`config.mk`:
```
export PLATFORM = sky130hd
export DESIGN_NAME = mc_controller_flat
export DESIGN_NICKNAME = d
export VERILOG_FILES = /design/src/rtl/mc_controller_if.sv /design/src/rtl/mc_controller.sv /design/src/flat_wrapper.sv
export SDC_FILE = /design/constraint.sdc
export NUM_CORES = 1
export LEC_CHECK = 0
export CORE_MARGIN = 2
export CORE_UTILIZATION = 40
export DETAILED_ROUTE_END_ITERATION = 10
export PLACE_DENSITY = 0.8
export SETUP_SLACK_MARGIN = 0.4
export SLEW_MARGIN = 20
export SYNTH_ARGS = -nofsm -noshare
export SYNTH_HDL_FRONTEND = slang
export SYNTH_SLANG_ARGS = --single-unit
export TNS_END_PERCENT = 1
```
`constraint.sdc`:
```
create_clock -name Clk -period 3 [get_ports Clk]
set_input_delay 0.45 -clock Clk [delete_from_list [all_inputs] [get_ports Clk]]
set_output_delay 0.45 -clock Clk [all_outputs]
set_load 0.02 [all_outputs]
```
`src/rtl/mc_controller_if.sv`:
```
// rtl/mc_controller_if.sv - control/status bundle between mc_controller and the MIPS datapath
interface mc_controller_if #(
    parameter int CNT_W = 32
);
    logic [5:0]       Opcode;
    logic [5:0]       Funct;
    logic             Zero;
    logic             Mem_Ready;
    logic             PCWr;
    logic             nPC_sel;
    logic             Jump;
    logic             IRWr;
    logic             InstRd;
    logic             MemRd;
    logic             MemWr;
    logic             RegWr;
    logic             RegDst;
    logic             ALUSrc;
    logic             MemtoReg;
    logic [1:0]       ExtOp;
    logic [2:0]       ALUctr;
    logic             Illegal;
    logic             Fault;
    logic             Halted;
    logic [CNT_W-1:0] Retired;

    modport master (
        input  Opcode, Funct, Zero, Mem_Ready,
        output PCWr, nPC_sel, Jump, IRWr, InstRd, MemRd, MemWr, RegWr, RegDst,
               ALUSrc, MemtoReg, ExtOp, ALUctr, Illegal, Fault, Halted, Retired
    );

    modport slave (
        output Opcode, Funct, Zero, Mem_Ready,
        input  PCWr, nPC_sel, Jump, IRWr, InstRd, MemRd, MemWr, RegWr, RegDst,
               ALUSrc, MemtoReg, ExtOp, ALUctr, Illegal, Fault, Halted, Retired
    );
endinterface

```
`src/rtl/mc_controller.sv`:
```
// rtl/mc_controller.sv - multi-cycle MIPS control sequencer with memory-wait watchdog
module mc_controller #(
    parameter int WAIT_LIMIT = 15,
    parameter int CNT_W      = 32
) (
    input logic           Clk,
    input logic           Reset,
    mc_controller_if.master bus
);
    localparam int WCW = $clog2(WAIT_LIMIT + 1) + 1;

    typedef enum logic [2:0] {
        S_IDLE, S_IF, S_ID, S_EXE, S_MEM, S_WB, S_HALT
    } state_t;

    typedef enum logic [3:0] {
        I_ADDU, I_SUBU, I_ORI, I_LUI, I_LW, I_SW, I_BEQ, I_J, I_BAD
    } instr_t;

    state_t           state_q, state_d;
    instr_t           instr;
    logic [WCW-1:0]   wait_q;
    logic [CNT_W-1:0] retired_q;
    logic             illegal_q, fault_q;
    logic             retire, set_illegal, set_fault, timeout;
    logic             exe_src;
    logic [1:0]       exe_ext;
    logic [2:0]       exe_ctr;

    logic             pc_wr, npc_sel, jump, ir_wr, inst_rd, mem_rd, mem_wr;
    logic             reg_wr, reg_dst, alu_src, mem_to_reg;
    logic [1:0]       ext_op;
    logic [2:0]       alu_ctr;

    // Decode plus the ALU/extender setting each instruction needs in EXE.
    always_comb begin
        instr   = I_BAD;
        exe_src = 1'b0;
        exe_ext = 2'b00;
        exe_ctr = 3'b000;
        case (bus.Opcode)
            6'b000000: begin
                if (bus.Funct == 6'b100001) begin
                    instr = I_ADDU;
                end else if (bus.Funct == 6'b100011) begin
                    instr   = I_SUBU;
                    exe_ctr = 3'b001;
                end
            end
            6'b001101: begin
                instr   = I_ORI;
                exe_src = 1'b1;
                exe_ctr = 3'b010;
            end
            6'b001111: begin
                instr   = I_LUI;
                exe_src = 1'b1;
                exe_ext = 2'b10;
            end
            6'b100011: begin
                instr   = I_LW;
                exe_src = 1'b1;
                exe_ext = 2'b01;
            end
            6'b101011: begin
                instr   = I_SW;
                exe_src = 1'b1;
                exe_ext = 2'b01;
            end
            6'b000100: begin
                instr   = I_BEQ;
                exe_ext = 2'b01;
                exe_ctr = 3'b001;
            end
            6'b000010: instr = I_J;
            default:   instr = I_BAD;
        endcase
    end

    assign timeout = (wait_q == WCW'(WAIT_LIMIT)) && !bus.Mem_Ready;

    always_comb begin
        state_d     = state_q;
        retire      = 1'b0;
        set_illegal = 1'b0;
        set_fault   = 1'b0;
        pc_wr       = 1'b0;
        npc_sel     = 1'b0;
        jump        = 1'b0;
        ir_wr       = 1'b0;
        inst_rd     = 1'b0;
        mem_rd      = 1'b0;
        mem_wr      = 1'b0;
        reg_wr      = 1'b0;
        reg_dst     = 1'b0;
        alu_src     = 1'b0;
        mem_to_reg  = 1'b0;
        ext_op      = 2'b00;
        alu_ctr     = 3'b000;
        case (state_q)
            S_IDLE: state_d = S_IF;
            S_IF: begin
                inst_rd = 1'b1;
                if (bus.Mem_Ready) begin
                    ir_wr   = 1'b1;
                    pc_wr   = 1'b1;
                    state_d = S_ID;
                end else if (timeout) begin
                    set_fault = 1'b1;
                    state_d   = S_HALT;
                end
            end
            S_ID: begin
                if (instr == I_J) begin
                    pc_wr   = 1'b1;
                    jump    = 1'b1;
                    retire  = 1'b1;
                    state_d = S_IF;
                end else if (instr == I_BAD) begin
                    set_illegal = 1'b1;
                    state_d     = S_HALT;
                end else begin
                    state_d = S_EXE;
                end
            end
            S_EXE: begin
                alu_src = exe_src;
                ext_op  = exe_ext;
                alu_ctr = exe_ctr;
                if (instr == I_BEQ) begin
                    pc_wr   = bus.Zero;
                    npc_sel = bus.Zero;
                    retire  = 1'b1;
                    state_d = S_IF;
                end else if (instr == I_LW || instr == I_SW) begin
                    state_d = S_MEM;
                end else begin
                    state_d = S_WB;
                end
            end
            S_MEM: begin
                // Address path stays at its EXE setting for the whole access.
                alu_src = exe_src;
                ext_op  = exe_ext;
                alu_ctr = exe_ctr;
                mem_wr  = (instr == I_SW);
                mem_rd  = (instr != I_SW);
                if (bus.Mem_Ready) begin
                    if (instr == I_SW) begin
                        retire  = 1'b1;
                        state_d = S_IF;
                    end else begin
                        state_d = S_WB;
                    end
                end else if (timeout) begin
                    set_fault = 1'b1;
                    state_d   = S_HALT;
                end
            end
            S_WB: begin
                reg_wr     = 1'b1;
                reg_dst    = (instr == I_ADDU) || (instr == I_SUBU);
                mem_to_reg = (instr == I_LW);
                retire     = 1'b1;
                state_d    = S_IF;
            end
            S_HALT:  state_d = S_HALT;
            default: state_d = S_IDLE;
        endcase
    end

    always_ff @(posedge Clk or negedge Reset) begin
        if (!Reset) begin
            state_q   <= S_IDLE;
            wait_q    <= '0;
            retired_q <= '0;
            illegal_q <= 1'b0;
            fault_q   <= 1'b0;
        end else begin
            state_q <= state_d;
            if (state_d != state_q || bus.Mem_Ready) begin
                wait_q <= '0;
            end else if (state_q == S_IF || state_q == S_MEM) begin
                wait_q <= wait_q + WCW'(1);
            end
            if (retire) begin
                retired_q <= retired_q + CNT_W'(1);
            end
            if (set_illegal) begin
                illegal_q <= 1'b1;
            end
            if (set_fault) begin
                fault_q <= 1'b1;
            end
        end
    end

    assign bus.PCWr     = pc_wr;
    assign bus.nPC_sel  = npc_sel;
    assign bus.Jump     = jump;
    assign bus.IRWr     = ir_wr;
    assign bus.InstRd   = inst_rd;
    assign bus.MemRd    = mem_rd;
    assign bus.MemWr    = mem_wr;
    assign bus.RegWr    = reg_wr;
    assign bus.RegDst   = reg_dst;
    assign bus.ALUSrc   = alu_src;
    assign bus.MemtoReg = mem_to_reg;
    assign bus.ExtOp    = ext_op;
    assign bus.ALUctr   = alu_ctr;
    assign bus.Illegal  = illegal_q;
    assign bus.Fault    = fault_q;
    assign bus.Halted   = (state_q == S_HALT);
    assign bus.Retired  = retired_q;
endmodule

```
`src/flat_wrapper.sv`:
```
// flat-port wrapper written by rule: the top's interface ports become plain ports
module mc_controller_flat 
#(
    parameter int WAIT_LIMIT = 15,
    parameter int CNT_W      = 32
)
  (Clk, Reset, bus_Opcode, bus_Funct, bus_Zero, bus_Mem_Ready, bus_PCWr, bus_nPC_sel, bus_Jump, bus_IRWr, bus_InstRd, bus_MemRd, bus_MemWr, bus_RegWr, bus_RegDst, bus_ALUSrc, bus_MemtoReg, bus_ExtOp, bus_ALUctr, bus_Illegal, bus_Fault, bus_Halted, bus_Retired);
  mc_controller_if #(.CNT_W(CNT_W)) bus_i ();
  input logic Clk;
  input logic Reset;
  input wire logic [$bits(bus_i.Opcode)-1:0] bus_Opcode;
  input wire logic [$bits(bus_i.Funct)-1:0] bus_Funct;
  input wire logic [$bits(bus_i.Zero)-1:0] bus_Zero;
  input wire logic [$bits(bus_i.Mem_Ready)-1:0] bus_Mem_Ready;
  output wire logic [$bits(bus_i.PCWr)-1:0] bus_PCWr;
  output wire logic [$bits(bus_i.nPC_sel)-1:0] bus_nPC_sel;
  output wire logic [$bits(bus_i.Jump)-1:0] bus_Jump;
  output wire logic [$bits(bus_i.IRWr)-1:0] bus_IRWr;
  output wire logic [$bits(bus_i.InstRd)-1:0] bus_InstRd;
  output wire logic [$bits(bus_i.MemRd)-1:0] bus_MemRd;
  output wire logic [$bits(bus_i.MemWr)-1:0] bus_MemWr;
  output wire logic [$bits(bus_i.RegWr)-1:0] bus_RegWr;
  output wire logic [$bits(bus_i.RegDst)-1:0] bus_RegDst;
  output wire logic [$bits(bus_i.ALUSrc)-1:0] bus_ALUSrc;
  output wire logic [$bits(bus_i.MemtoReg)-1:0] bus_MemtoReg;
  output wire logic [$bits(bus_i.ExtOp)-1:0] bus_ExtOp;
  output wire logic [$bits(bus_i.ALUctr)-1:0] bus_ALUctr;
  output wire logic [$bits(bus_i.Illegal)-1:0] bus_Illegal;
  output wire logic [$bits(bus_i.Fault)-1:0] bus_Fault;
  output wire logic [$bits(bus_i.Halted)-1:0] bus_Halted;
  output wire logic [$bits(bus_i.Retired)-1:0] bus_Retired;
  assign bus_i.Opcode = bus_Opcode;
  assign bus_i.Funct = bus_Funct;
  assign bus_i.Zero = bus_Zero;
  assign bus_i.Mem_Ready = bus_Mem_Ready;
  assign bus_PCWr = bus_i.PCWr;
  assign bus_nPC_sel = bus_i.nPC_sel;
  assign bus_Jump = bus_i.Jump;
  assign bus_IRWr = bus_i.IRWr;
  assign bus_InstRd = bus_i.InstRd;
  assign bus_MemRd = bus_i.MemRd;
  assign bus_MemWr = bus_i.MemWr;
  assign bus_RegWr = bus_i.RegWr;
  assign bus_RegDst = bus_i.RegDst;
  assign bus_ALUSrc = bus_i.ALUSrc;
  assign bus_MemtoReg = bus_i.MemtoReg;
  assign bus_ExtOp = bus_i.ExtOp;
  assign bus_ALUctr = bus_i.ALUctr;
  assign bus_Illegal = bus_i.Illegal;
  assign bus_Fault = bus_i.Fault;
  assign bus_Halted = bus_i.Halted;
  assign bus_Retired = bus_i.Retired;
  mc_controller #(.WAIT_LIMIT(WAIT_LIMIT), .CNT_W(CNT_W)) u_core (.Clk(Clk), .Reset(Reset), .bus(bus_i));
endmodule
```
# Word-level counts from Yosys, hierarchy flattened
# Cells that the tools add are included.
dict set report totals {
  elab_cells 90
  input_bits 16
  register_bits 42
  output_inout_bits 51
}
dict set report op_classes {
  n_addsub 2
  eq_ne 23
  n_reduce_logical 15
  muxes 45
}
# cell count
set op_table {}
lappend op_table {{adder 32 x 1 -> 32 bit, second input constant} 1}
lappend op_table {{one-hot mux 4 bit (7 select lines)} 1}
lappend op_table {{2-to-1 mux 3 bit} 9}
lappend op_table {{2-to-1 mux 1 bit} 25}
lappend op_table {{equality test 6 bit, second input constant} 4}
lappend op_table {{one-hot mux 3 bit (6 select lines)} 1}
lappend op_table {{equality test 4 x 3 -> 1 bit, second input constant} 4}
lappend op_table {{equality test 6 x 4 -> 1 bit, second input constant} 2}
lappend op_table {{2-to-1 mux 5 bit} 2}
lappend op_table {{equality test 3 bit, second input constant} 3}
lappend op_table {{one-hot mux 3 bit (3 select lines)} 1}
lappend op_table {{2-to-1 mux 4 bit} 2}
lappend op_table {{equality test 3 x 2 -> 1 bit, second input constant} 2}
lappend op_table {{equality test 6 x 2 -> 1 bit, second input constant} 1}
lappend op_table {{equality test 6 x 3 -> 1 bit, second input constant} 1}
lappend op_table {{zero test 6 bit} 1}
lappend op_table {{OR reduction 2 bit} 3}
lappend op_table {{adder 5 x 1 -> 5 bit, second input constant} 1}
lappend op_table {{equality test 5 x 4 -> 1 bit, second input constant} 1}
lappend op_table {{equality test 4 x 1 -> 1 bit, second input constant} 1}
lappend op_table {{equality test 4 bit, second input constant} 1}
lappend op_table {{zero test 4 bit} 1}
lappend op_table {{logical OR 1 bit} 4}
lappend op_table {{!= test 4 x 3 -> 1 bit, second input constant} 1}
lappend op_table {{12 further kinds} 12}

# Depth between registers and ports, before layout
# Gate-level depths: netlist (run 1).
dict set report depth {
  depth_word 12
  ltp_mapped 9
  mapped_depth_nobuf 9
}

# Least setup slack after synthesis (run 1)
# Ideal clock, no wire load.
dict set report synth_timing {
  kind {register to output}
  from {register u_core.state_q[2]}
  to {output bus_PCWr}
  path_buffers 1
  setup_slack_ps 790
  required_time_ps 2550
  arrival_time_ps 1760
  path_stages_with_launch 5
  cell_sequence {dfrtp_1 > buf_6 > nor3b_1 > and2_1 > or3_1}
}
dict set report synth_between {
  elab_chain_len 2
  word_cells_on_any_way 4
}
# item line
set synth_rtl {}
lappend synth_rtl {{start: declaration} mc_controller.sv:20} ;# state_t state_q, state_d;
lappend synth_rtl {{start signal: assignment} mc_controller.sv:180} ;# state_q <= state_d;
lappend synth_rtl {{equality test 3 x 2 -> 1 bit / equality test 3 x 1 -> 1 bit (equally long branches)} mc_controller.sv:100} ;# case (state_q)
lappend synth_rtl {{one-hot mux 1 bit (3 select lines) *} mc_controller.sv:100}
lappend synth_rtl {{end: declaration} flat_wrapper.sv:15} ;# output wire logic [$bits(bus_i.PCWr)-1:0] bus_PCWr;
# Every way passes the cells marked *; elsewhere a longest branch is shown, timed or not.

# Final worst setup path (run 1)
dict set report layout_timing {
  from {input bus_Opcode[5]}
  to {output bus_Jump}
}
dict set report layout_between {
  elab_chain_len 5
  word_cells_on_any_way 11
}
# item line
set layout_rtl {}
lappend layout_rtl {{start: declaration} flat_wrapper.sv:11} ;# input wire logic [$bits(bus_i.Opcode)-1:0] bus_Opcode;
lappend layout_rtl {{equality test 6 x 2 -> 1 bit, or another cell as far along} mc_controller.sv:41} ;# case (bus.Opcode)
lappend layout_rtl {{one-hot mux 4 bit (7 select lines) *} mc_controller.sv:41}
lappend layout_rtl {{equality test 4 x 3 -> 1 bit *} mc_controller.sv:114} ;# if (instr == I_J) begin
lappend layout_rtl {{2-to-1 mux 1 bit *} mc_controller.sv:114}
lappend layout_rtl {{2-to-1 mux 1 bit *} mc_controller.sv:100}
lappend layout_rtl {{end: declaration} flat_wrapper.sv:17} ;# output wire logic [$bits(bus_i.Jump)-1:0] bus_Jump;
# Marks and branches as above.

==> results of run 1 <==
-- worst max-delay path, cell delays in order --
cell and delay [ns]:
clkdlybuf4s50_1 0.44, buf_4 0.18, nor4_1 0.26, buf_4 0.17, nand2_1 0.07, nor2_1 0.17
clkdlybuf4s50_1 0.63
-- layout make-up --
class	count	area share, %
flip-flops and latches	42	31.6
inverters	6	0.676
multi-input cells	191	40.4
repair buffers	78	22.2
clock buffers	5	2.06
well taps	75	2.82
clock inverters	2	0.300
-- stage by stage --
stage                     cells  instance area, um2  util (%)  hold WS, ns
after global routing        399                3330      55.6        0.365
after detailed placement    392                3250      54.3        0.451
final                       399                3330      55.6        0.293
after floorplan             250                2510         -        0.154
after CTS                   399                3330      55.6        0.324
after global placement      392                3250      54.3        0.448
-- synth_stat cells, types with 2 or more instances --
| master | number | area (um2) |
|---|---|---|
| a21o_1 | 3 | 22.5 |
| a21oi_1 | 4 | 20.0 |
| and2_1 | 7 | 43.8 |
| and3_1 | 10 | 62.6 |
| and3_2 | 2 | 15.0 |
| and4_1 | 6 | 52.6 |
| buf_4 | 2 | 15.0 |
| buf_6 | 5 | 56.3 |
| clkbuf_1 | 2 | 7.51 |
| dfrtp_1 | 42 | 1050 |
| ha_1 | 3 | 37.5 |
| inv_1 | 6 | 22.5 |
| nand2_1 | 19 | 71.3 |
| nand2b_1 | 4 | 25.0 |
| nand3_1 | 13 | 65.1 |
| nand4_1 | 12 | 75.1 |
| nor2_1 | 16 | 60.1 |
| nor2b_1 | 4 | 25.0 |
| nor3_1 | 11 | 55.1 |
| o21ai_0 | 5 | 25.0 |
| o31ai_4 | 2 | 42.5 |
| or2_2 | 2 | 12.5 |
| or3_1 | 2 | 12.5 |
| xnor2_1 | 30 | 263 |
| xor2_1 | 4 | 35.0 |
-- timing repair --
item	CTS	global route
endpoints found under the setup margin	13	26
cloned	0	0
gates resized for setup	5	2
-- sequential cells by signal, summed over array words and instances, names as in the netlist --
register,cells
u_core.bus.Fault,1
u_core.wait_q,5
u_core.bus.Retired,32
u_core.state_q,3
u_core.bus.Illegal,1
-- worst max path at each step --
stage,cells after the start,slack [ns],to
2_1_floorplan,4,0.79,bus_PCWr
3_3_place_gp,8,0.10,bus_PCWr
3_5_place_dp,8,0.08,bus_PCWr
4_1_cts,5,0.14,bus_ALUctr[1]
5_1_grt,7,0.05,bus_Jump
6_report,7,0.18,bus_Jump
-- cell usage in the layout, fill, tap and decap left out, types with 2 or more instances in the layout --
cell	instances
nand4_1	12
clkbuf_8	5
nand2_1	19
and3_2	2
and4_1	6
a21oi_1	4
buf_4	13
o21ai_0	5
o31ai_4	2
xnor2_1	30
nor2_1	16
and3_1	10
inv_1	6
clkdlybuf4s50_1	59
or2_2	2
and2_1	7
nor3_1	11
xor2_1	4
nand2b_1	4
nand3_1	13
a21o_1	3
or3_1	2
ha_1	3
dfrtp_1	41
dlygate4sd2_1	4
clkinv_2	2
nor2b_1	3
-- cell families (layout without fill, tap and decap cells) --
family                   after synthesis  count (layout)  share of synthesized area, %
AO/OA/AOI/OAI                         29              29                          10.0
XOR/XNOR                              34              34                          11.8
adder cells (fa/ha/maj)                3               3                          1.49
buffers and inverters                 17              91                          4.78
flip-flops                            42              42                          41.8
multiplexers                           3               3                          1.74
other                                  1               1                         0.149
AND/OR/NAND/NOR                      121             121                          28.2
-- power by group through the flow --
stage	sequential (mW)	clock [mW]	combinational (mW)
after floorplan	0.740	0	0.512
after global placement	0.734	0	0.733
after detailed placement	0.742	0	0.747
after CTS	0.732	0.345	0.746
after global routing	0.746	0.366	0.811
final	0.732	0.335	0.743
-- layer usage --
layer / track usage [%] / wire [um]
met3: 2.49 / 176
met2: 28.2 / 2840
met4: 4.92 / 42
met1: 22.0 / 2570
met5: 0 / 0
==> metrics.md, run 1 <==
| Metric | Value |
|---|---|
| Root Driver | clkbuf_8 |
| Reg-to-reg endpoint | u_core.wait_q[4] |
| Switch share | a little under two fifths |
| # setup viols final | 0 |
| Syn_nets | approximately 270 |
| Die Y-Extent | between 80 and 90 um |
| Number of inserted diodes | 0 |
| Post-route DRC | 0 |
| TNS Setup | 0 ns |
| Sequential area share after synthesis | 41.8% |
| Worst Skew | about 0.0048 ns |
| Postcts setup bufs | 0 |
| Max clock buf depth | 2 |
| Critical path arrival | between 2 and 2.5 ns |
| Syn Inst Count | 250 |
| Crit end category | primary output |
| Final hold viol count | 0 |
| Die area | about 6900 um2 |
| Per-cell routed wire length | roughly 14 um |
| First-pass GRT wire length | a little under 10000 um |
| Pre-CTS setup slack | ~0.076 ns |
| Multi-input logic area | 1350 um2 |
| Cts-stage hold buffer count | 0 |
| Rel. slew slack | about two fifths |
| Distinct cells, synth | 59 |
| Max Cap Viol | 0 |
| PwrDens | 543 nW/um2 |
| Number of flops mapped to enable cells by yosys | 0 |
| CTS tree | yes |
| RSZ-0062 raised after global routing | yes |
| R2R cell count | 9 |
| Required @ worst endpoint | 2.55 ns |
| Total Routing Usage GR | between 10% and 20% |
| Combinational power share | about two fifths |
| # fillers | roughly 520 |
| Hold crit path type | input port to async pin |
| #FFs+latches synth | 42 |
| Reg2reg start | u_core.wait_q[0] |
| Die W | about 83 um |
| Status | finished, final reports clean |
| Min Tclk post-route | roughly 2.8 ns |
| Clk pin slew, worst setup/hold paths | approximately 0.070 ns |
| Tot Pwr | around 1.8 mW |
| Final #Nets | ~340 |
| Layout cell share with drive strength beyond 1 | between 10 and 15% |
| Routed WL | approximately 5600 um |
| DP Wirelength | between 4000 and 5000 um |
| Sequential Power Share | 40.4% |
| Predominant post-synthesis flop cell | dfrtp_1 |
| VDD IR max | between 300 and 400 uV |
| Syn. warnings | 0 |
| Layout overhead on the synthesized area | 32.6% |
| # clock sinks | 42 |
| TritonCTS Buffers | 5 |
| Via density | between 5 and 6 |
| Crit start category | input port |
| Maximum clock frequency | 355 MHz |
| Initial antenna violation count | 0 |
| Clock Latency Late Sink | roughly 0.28 ns |
| Placer congestion estimate | ~0.87 |
| Row count | 28 |
| Critical Path Source | bus_Opcode[5] |
| Worst-path fanout max | 7 |
| Reg2Reg Setup Slack | 0.62 ns |
| Critical path type | input port to primary output |
| Detail Route Antenna Nets | 0 |
| Syn_area_per_cell | between 10 and 15 um2 |
| Final Cycle Share | 93.9% |
| Net Sw Power | 668 uW |
| Lkg Pwr | between 1 and 1.5 nW |
| Largest net degree at the start of global routing | 43 |
| Post-Syn Area | roughly 2500 um2 |
| First drt pass iteration count | 4 |
| H-Tree Depth | 2 |
| I/O Buffers | 65 |
| Initial DRC count | between 60 and 70 |
| Vias in the first global route | about 2000 |
| Seq. cell area | 1050 um2 |
| Starting Density | about two fifths |
| Routed vias | about 2100 |
| Post-route setup slack | ~0.18 ns |
| Asr flop ratio synth | 100% |
| Total grt overflow | 0 |
| Core footprint | approximately 6000 um2 |
| Int Power | roughly 1.1 mW |
| IO Pins | 67 |
| Clock share of power | between 15 and 20% |
| Max Transition Viols Final | 0 |
| Worst Tran Pin Value | 0.906 ns |
No activity file was read; power rests on OpenSTA's default activity.
==> inputs of run 2 (changes only) <==
--- a/config.mk
+++ b/config.mk
@@ -6,9 +6,9 @@
 export NUM_CORES = 1
 export LEC_CHECK = 0
 export CORE_MARGIN = 2
-export CORE_UTILIZATION = 40
+export CORE_UTILIZATION = 52
 export DETAILED_ROUTE_END_ITERATION = 10
-export PLACE_DENSITY = 0.8
+export PLACE_DENSITY = 0.95
 export SETUP_SLACK_MARGIN = 0.4
 export SLEW_MARGIN = 20
 export SYNTH_ARGS = -nofsm -noshare
==> constraint.sdc (replaced) <==
create_clock -name Clk -period 3.36 [get_ports Clk]
set_input_delay 0.504 -clock Clk [delete_from_list [all_inputs] [get_ports Clk]]
set_output_delay 0.504 -clock Clk [all_outputs]
set_load 0.02 [all_outputs]
==> metrics.md, run 2 (synthesis gave the netlist of run 1 again) <==
| Metric | Value |
|---|---|
| I/O Buffers | between 60 and 70 |
| Row count | 25 |
| Max clock buf depth | 2 |
| CTS tree | yes |
| TritonCTS Buffers | 5 |
| First drt pass iteration count | 5 |
| Vias in the first global route | 2099 |
| Max Cap Viol | 0 |
| Dpl cell area | about 3200 um2 |
| IO Pins | 67 |
| Postcts setup bufs | 0 |
| Final #Nets | ~340 |
| Detail Route Antenna Nets | 0 |
| Placer congestion estimate | 0.943 |
| Layout cell share with drive strength beyond 1 | 11.7% |
| Worst-path fanout max | 5 |
| TNS Setup | 0 ns |
| Total grt overflow | 0 |
| Crit end category | primary output |
| Core footprint | ~4700 um2 |
| Clock Latency Late Sink | 0.29 ns |
| First-pass GRT wire length | 9460 um |
| Fin cells | ~370 |
| Crit start category | input port |
| Die Y-Extent | roughly 74 um |
| Critical Path Source | bus_Opcode[5] |
| Total Routing Usage GR | 22.5% |
| H-Tree Depth | 2 |
| Worst Skew | approximately 0.0064 ns |
| Commonest non-fill, non-tap cell in the layout | clkdlybuf4s50_1 |
| Per-cell routed wire length | 15.0 um |
| Critical path type | input port to primary output |
| VDD IR max | ~320 uV |
| Final Instance Area | 3260 um2 |
| Initial DRC count | between 150 and 200 |
| Maximum clock frequency | approximately 320 MHz |
| # setup viols final | 0 |
| Post-route DRC | 0 |
| Rel. slew slack | 42.1% |
| Worst Tran Pin Value | about 0.87 ns |
| Starting Density | 53.6% |
| Post-route setup slack | about 0.23 ns |
| Required @ worst endpoint | between 2 and 3 ns |
| DP Wirelength | ~4300 um |
| Lkg Pwr | about 1.4 nW |
| Final Cycle Share | between 90 and 100% |
| Routed vias | roughly 2200 |
| Reg2Reg Setup Slack | just under 1 ns |
| R2R cell count | 9 |
| Max FFs per register | 32 |
| Initial antenna violation count | 0 |
| Largest net degree at the start of global routing | 43 |
| Cells after DPL | between 300 and 400 |
| Layout overhead on the synthesized area | 29.8% |
| Max Transition Viols Final | 0 |
| Pre-CTS setup slack | ~0.22 ns |
| Commonest cells after routing, fill and taps aside | clkdlybuf4s50_1 (62), dfrtp_1 (41), xnor2_1 (30) |
| Status | finished, final reports clean |
| PwrDens | 503 nW/um2 |
| Hold crit path type | input port to async pin |
| Root Driver | clkbuf_8 |
| Routed WL | 5550 um |
| Critical path arrival | ~2.6 ns |
| Via density | around 5.8 |
| Die area | ~5400 um2 |
| RSZ-0062 raised after global routing | yes |
| Reg2reg start | u_core.wait_q[0] |
| Clk pin slew, worst setup/hold paths | approximately 0.080 ns |
| Number of inserted diodes | 0 |
| Die W | about 74 um |
| Reg-to-reg endpoint | u_core.wait_q[4] |
| # fillers | between 300 and 400 |
| Final hold viol count | 0 |
| Min Tclk post-route | 3.13 ns |
| # clock sinks | 42 |
run 2: changes by cell type in the layout (fill, tap and decap cells not counted), sizes merged:
| cell | previous run | this run |
|---|---|---|
| buf | 14 | 6 |
| clkinv | 2 | 1 |
| dlygate4sd2 | 4 | 1 |
| clkbuf | 5 | 7 |
| clkdlybuf4s50 | 59 | 62 |
run 2: power by group:
part           switching, mW  total, mW  internal (mW)  leakage, nW
registers             0.0988      0.664          0.565        0.567
clock network          0.163      0.329          0.166       0.0482
logic                  0.344      0.650          0.306        0.744
total                  0.606       1.64           1.04         1.36
run 2: final cells by class:
class | instances | area (um2) | area share [%]
multi-input cells | 191 | 1350 | 41.2
flip-flops and latches | 42 | 1050 | 32.2
repair buffers | 70 | 684 | 21.0
clock buffers | 7 | 86.3 | 2.65
well taps | 54 | 67.6 | 2.07
inverters | 6 | 22.5 | 0.690
clock inverters | 1 | 5.00 | 0.153
run 2: timing repair:
action,CTS,global route
hold buffers,0,0
gates resized for setup,1,3
endpoints found under the setup margin,6,11
gates cloned,0,0
run 2: worst max-delay path, cell delays in order:
cell	delay, ns
clkdlybuf4s50_1	0.52
and2b_2	0.25
and3_2	0.26
and3_1	0.19
or3_1	0.36
clkdlybuf4s50_1	0.55
run 2: metal layers:
metal / GRT usage, % / vias up / routed length (um)
met5: 0 / - / 0
met3: 4.39 / 7 / 292
met1: 29.5 / 1054 / 2340
met2: 37.5 / 77 / 2840
met4: 7.47 / 0 / 74
li1: - / 1020 / -
run 2: per-stage QoR:
| step | util, % | power, mW | hold WS, ns |
|---|---|---|---|
| 2_1_floorplan | - | 1.12 | 0.208 |
| 3_3_place_gp | 67.5 | 1.29 | 0.450 |
| 3_5_place_dp | 67.5 | 1.32 | 0.454 |
| 4_1_cts | 69.4 | 1.65 | 0.353 |
| 5_1_grt | 69.5 | 1.75 | 0.410 |
| 6_report | 69.5 | 1.64 | 0.320 |
run 2: how the worst max path moves through the flow:
stage	to	slack, ns	depth (start not counted)
after detailed placement	bus_RegDst	0.22	6
final	bus_PCWr	0.23	6
after global routing	bus_PCWr	0.18	6
after CTS	bus_PCWr	0.24	6
after floorplan	bus_PCWr	1.10	4
after global placement	bus_RegDst	0.26	6
